--- config.mk ---
export PLATFORM = sky130hd
export DESIGN_NAME = framed_serial_to_parallel
export DESIGN_NICKNAME = d
export VERILOG_FILES = /design/src/rtl/framed_serial_to_parallel.sv
export SDC_FILE = /design/constraint.sdc
export NUM_CORES = 1
export LEC_CHECK = 0
export CORE_UTILIZATION = 35
export DETAILED_ROUTE_END_ITERATION = 16
export GPL_ROUTABILITY_DRIVEN = 0
export PLACE_DENSITY_LB_ADDON = 0.08
export SKIP_CTS_REPAIR_TIMING = 1
export SLEW_MARGIN = 15
export SYNTH_ARGS = -nofsm -noshare
export SYNTH_HDL_FRONTEND = slang
export SYNTH_SLANG_ARGS = --single-unit
--- constraint.sdc ---
create_clock -name clock -period 1.8 [get_ports clock]
set_input_delay 0.18 -clock clock [delete_from_list [all_inputs] [get_ports clock]]
set_output_delay 0.18 -clock clock [all_outputs]
set_load 0.05 [all_outputs]
--- src/rtl/framed_serial_to_parallel.sv ---
// Serial-to-parallel receiver: shifts qualified bits in, latches each complete
// WIDTH-bit frame into a holding register, and resynchronises on frameSync.
module framed_serial_to_parallel #(
  parameter int WIDTH     = 8,
  parameter bit MSB_FIRST = 1'b1
) (
  input  logic                     clock,
  input  logic                     resetN,
  input  logic                     shiftEnable,
  input  logic                     dataIn,
  input  logic                     frameSync,
  input  logic                     outputEnable,
  output logic [WIDTH-1:0]         outputs,
  output logic                     dataOut,
  output logic                     frameValid,
  output logic                     frameError,
  output logic [$clog2(WIDTH)-1:0] bitCount
);

  localparam int CW = $clog2(WIDTH);
  localparam logic [CW-1:0] LAST_BIT = CW'(WIDTH - 1);

  logic [WIDTH-1:0] shift_reg;
  logic [WIDTH-1:0] shift_next;
  logic [WIDTH-1:0] hold_reg;
  logic [CW-1:0]    count_reg;
  logic             valid_reg;
  logic             error_reg;

  generate
    if (MSB_FIRST) begin : g_msb_first
      assign shift_next = {shift_reg[WIDTH-2:0], dataIn};
      assign dataOut    = shift_reg[WIDTH-1];
    end else begin : g_lsb_first
      assign shift_next = {dataIn, shift_reg[WIDTH-1:1]};
      assign dataOut    = shift_reg[0];
    end
  endgenerate

  always_ff @(posedge clock) begin
    if (!resetN) begin
      shift_reg <= '0;
      hold_reg  <= '0;
      count_reg <= '0;
      valid_reg <= 1'b0;
      error_reg <= 1'b0;
    end else begin
      // Strobes default low so each lasts exactly one cycle.
      valid_reg <= 1'b0;
      error_reg <= 1'b0;
      if (shiftEnable) begin
        shift_reg <= shift_next;
        if (frameSync) begin
          count_reg <= CW'(1);
          error_reg <= (count_reg != '0);
        end else if (count_reg == LAST_BIT) begin
          count_reg <= '0;
          hold_reg  <= shift_next;
          valid_reg <= 1'b1;
        end else begin
          count_reg <= count_reg + CW'(1);
        end
      end
    end
  end

  generate
    for (genvar gi = 0; gi < WIDTH; gi++) begin : g_gate
      assign outputs[gi] = outputEnable & hold_reg[gi];
    end
  endgenerate

  assign frameValid = valid_reg;
  assign frameError = error_reg;
  assign bitCount   = count_reg;

endmodule

==> flow_summary.toml <==
[outcome]
outcome = "completed"

[setup_path]
cp.depth = 1
reg2reg_depth = 4
timing.critical_path.cells = "clkdlybuf4s50_1"
crit_buf_inv = 1
crit_start = "bitCount[0]"
cpLargestDelayFamily = "buffers and inverters"
path_max_fanout = 5
cp-end-kind = "output port"
rr_endpoint = "hold_reg[2]"
cp-endpoint = "bitCount[0]"
r2r-start = "bitCount[0]"
startpoint_type = "register"
critPathKind = "reg -> out"
worst-endpoint-arrival_ps = 1540
slowest_stage = "clkdlybuf4s50_1"
worstPathRequired_ps = 1620
max_stage_delay_ps = 830
ff2ff_setup_slack_ps = 270

[global_routing]
grt_pass1_wl_um = 2539
grt_pass1_vias = 574
grt_use_total_pct = 12.46
gr-total-overflow = 0
antenna_found_initial = 0
grt_max_degree = 30

[clocking]
tritoncts = "built"
cts_sinks = 21
clk_latency_ps = 300
ctsLongestPathBuffers = 2
cts_max_level = 1
cts-root-buf = "clkbuf_4"
clkTransAtPathRegs_ps = 120
cts_made_buffers = 3

[power]
p_int_uw = 586.4
power_frac_clock_pct = 28.8
p_sw_share_pct = 23.63
p_switching_uw = 181.4
power_leakage_nw = 0.4679
power_density_nw_per_um2 = 623.7
p_seq_share_pct = 61.9
p_total_uw = 767.8
p_comb_share_pct = 9.3
ir_drop_mv = 0.3597

[timing]
finalSetupViolCount = 0
grt_setup_unrepaired = "false"
maxSlewViolCount = 0
fmax_ghz = 0.5821
finalClockSkew_ps = 6.257
tns_ps = 0
finalHoldViolCount = 0
worst_slew_pin_slew_ps = 497.6
min_period_ps = 1718
post-route-period-util_pct = 95.43
slew_headroom_pct = 66.72

[final_layout]
syn2layout_area_growth_pct = 33.15
final-seq-area_um2 = 420.4
final_nets = 123
multiInputGateArea_um2 = 449.2
fill_cells = 255
num_antenna_cells = 0
layout-drive-gt1-share_pct = 13.27

[synth]
syn_inst = 94
synth.ff_latch_count = 21
ys.flop_type = "dfxtp_1"
syn_nets = 103
synth_area_leaders = "dfxtp_1 (45%), mux2i_1 (17%), nand2_1 (6.5%)"
synth_area_leader_cell = "dfxtp_1"
yosysWarnings = 0
syn_area_per_cell_um2 = 9.837
yosysUniqueCellTypes = 20
synth_area_um2 = 924.6
ys_seq_area_share_pct = 45.47
synth_edf_count = 0
async_reset_ff_share_pct = 0
synth_top_area_share_pct = 45.47

[routing]
drtIter0Drc = 2
firstDrtPassIters = 4
postRouteWirelength_um = 1525
final_antenna_net_count = 0
via_per_inst = 4.552
wl_per_cell_um = 10.66
vias = 651
drc = 0

[job]
drv_cap = 0

[die]
dieArea_um2 = 2852
fp-row-count = 18
die_w_um = 53.40
core_um2 = 2477
die_y_um = 53.40
ios = 20
initial_core_util_pct = 37.32

[placement]
hpwl_um = 1073
io_buffers = 19

[hold_path]
hold_class = "reg -> reg"
min_from = "hold_reg[4]"
[cell type report]
type                            count  area share (%)
Tap cell                           30           3.049
Clock inverter                      1          0.4065
Multi-Input combinational cell     64           36.48
Clock buffer                        3           1.829
Inverter                            3          0.9146
Timing Repair Buffer               21           23.17
Sequential cell                    21           34.15
[cell usage after synthesis, types with 2 or more instances]
| library cell | n |
|---|---|
| a21boi_0 | 2 |
| a21oi_1 | 2 |
| and2_1 | 8 |
| buf_2 | 2 |
| buf_6 | 2 |
| dfxtp_1 | 21 |
| ha_1 | 3 |
| inv_1 | 3 |
| mux2i_1 | 16 |
| nand2_1 | 16 |
| nand2b_1 | 2 |
| nand3b_1 | 2 |
| nor2b_1 | 8 |
[power groups by stage]
stage	sequential (mW)	clock, mW	combinational, mW
finish	0.476	0.221	0.0712
global route	0.477	0.253	0.0785
CTS	0.476	0.236	0.0719
detailed placement	0.486	0	0.0715
global placement	0.486	0	0.0709
floorplan	0.497	0	0.0364
[cells by family (layout without fill, tap and decap cells)]
logic type | count (synthesis) | in the layout | synth area share [%]
simple gates | 39 | 39 | 22.87
flops | 21 | 21 | 45.47
mux | 16 | 16 | 17.32
buf+inv | 9 | 28 | 5.954
compound gates | 6 | 6 | 4.329
fa+ha+maj | 3 | 3 | 4.060
[per-layer routing]
metal,routed length [um],global-route usage (%)
met1,794,17.44
met2,646,17.29
met3,67,2.011
met4,17,7.895
met5,0,0
[worst min-delay path by stage]
stage	end	slack, ps	cells past startpoint
floorplan	frameError	320	2
global placement	hold_reg[0]	440	2
detailed placement	hold_reg[0]	450	2
CTS	hold_reg[0]	450	3
global route	hold_reg[0]	460	3
finish	hold_reg[4]	460	2
[metrics by stage]
stage / instances / setup slack (ps) / hold slack, ps / util (%) / instance area [um2]
after floorplan: 94 / 214.0 / 320.9 / - / 924.6
after global placement: 139 / 325.4 / 443.9 / 48.59 / 1204
after detailed placement: 139 / 295.8 / 445.7 / 48.59 / 1204
after CTS: 143 / 65.62 / 454.7 / 49.70 / 1231
after global routing: 143 / 16.39 / 457.3 / 49.70 / 1231
final: 143 / 82.22 / 458.6 / 49.70 / 1231
[layout by cell type (no fill, tap or decap)]
cell and count:
and4b_1 1, a21oi_1 2, a21boi_0 2, ha_1 3, clkbuf_4 3, nand3b_1 2
nand3_1 1, o21ba_2 1, clkinv_2 1, nand2b_1 2, mux2i_1 16, inv_1 3
o21ai_0 1, dfxtp_1 21, clkdlybuf4s50_1 11, buf_4 2, and2_1 8, nor2b_1 8
and3b_1 1, buf_12 8, nand2_1 16
Note: power is estimated with default switching activity, not from simulation.
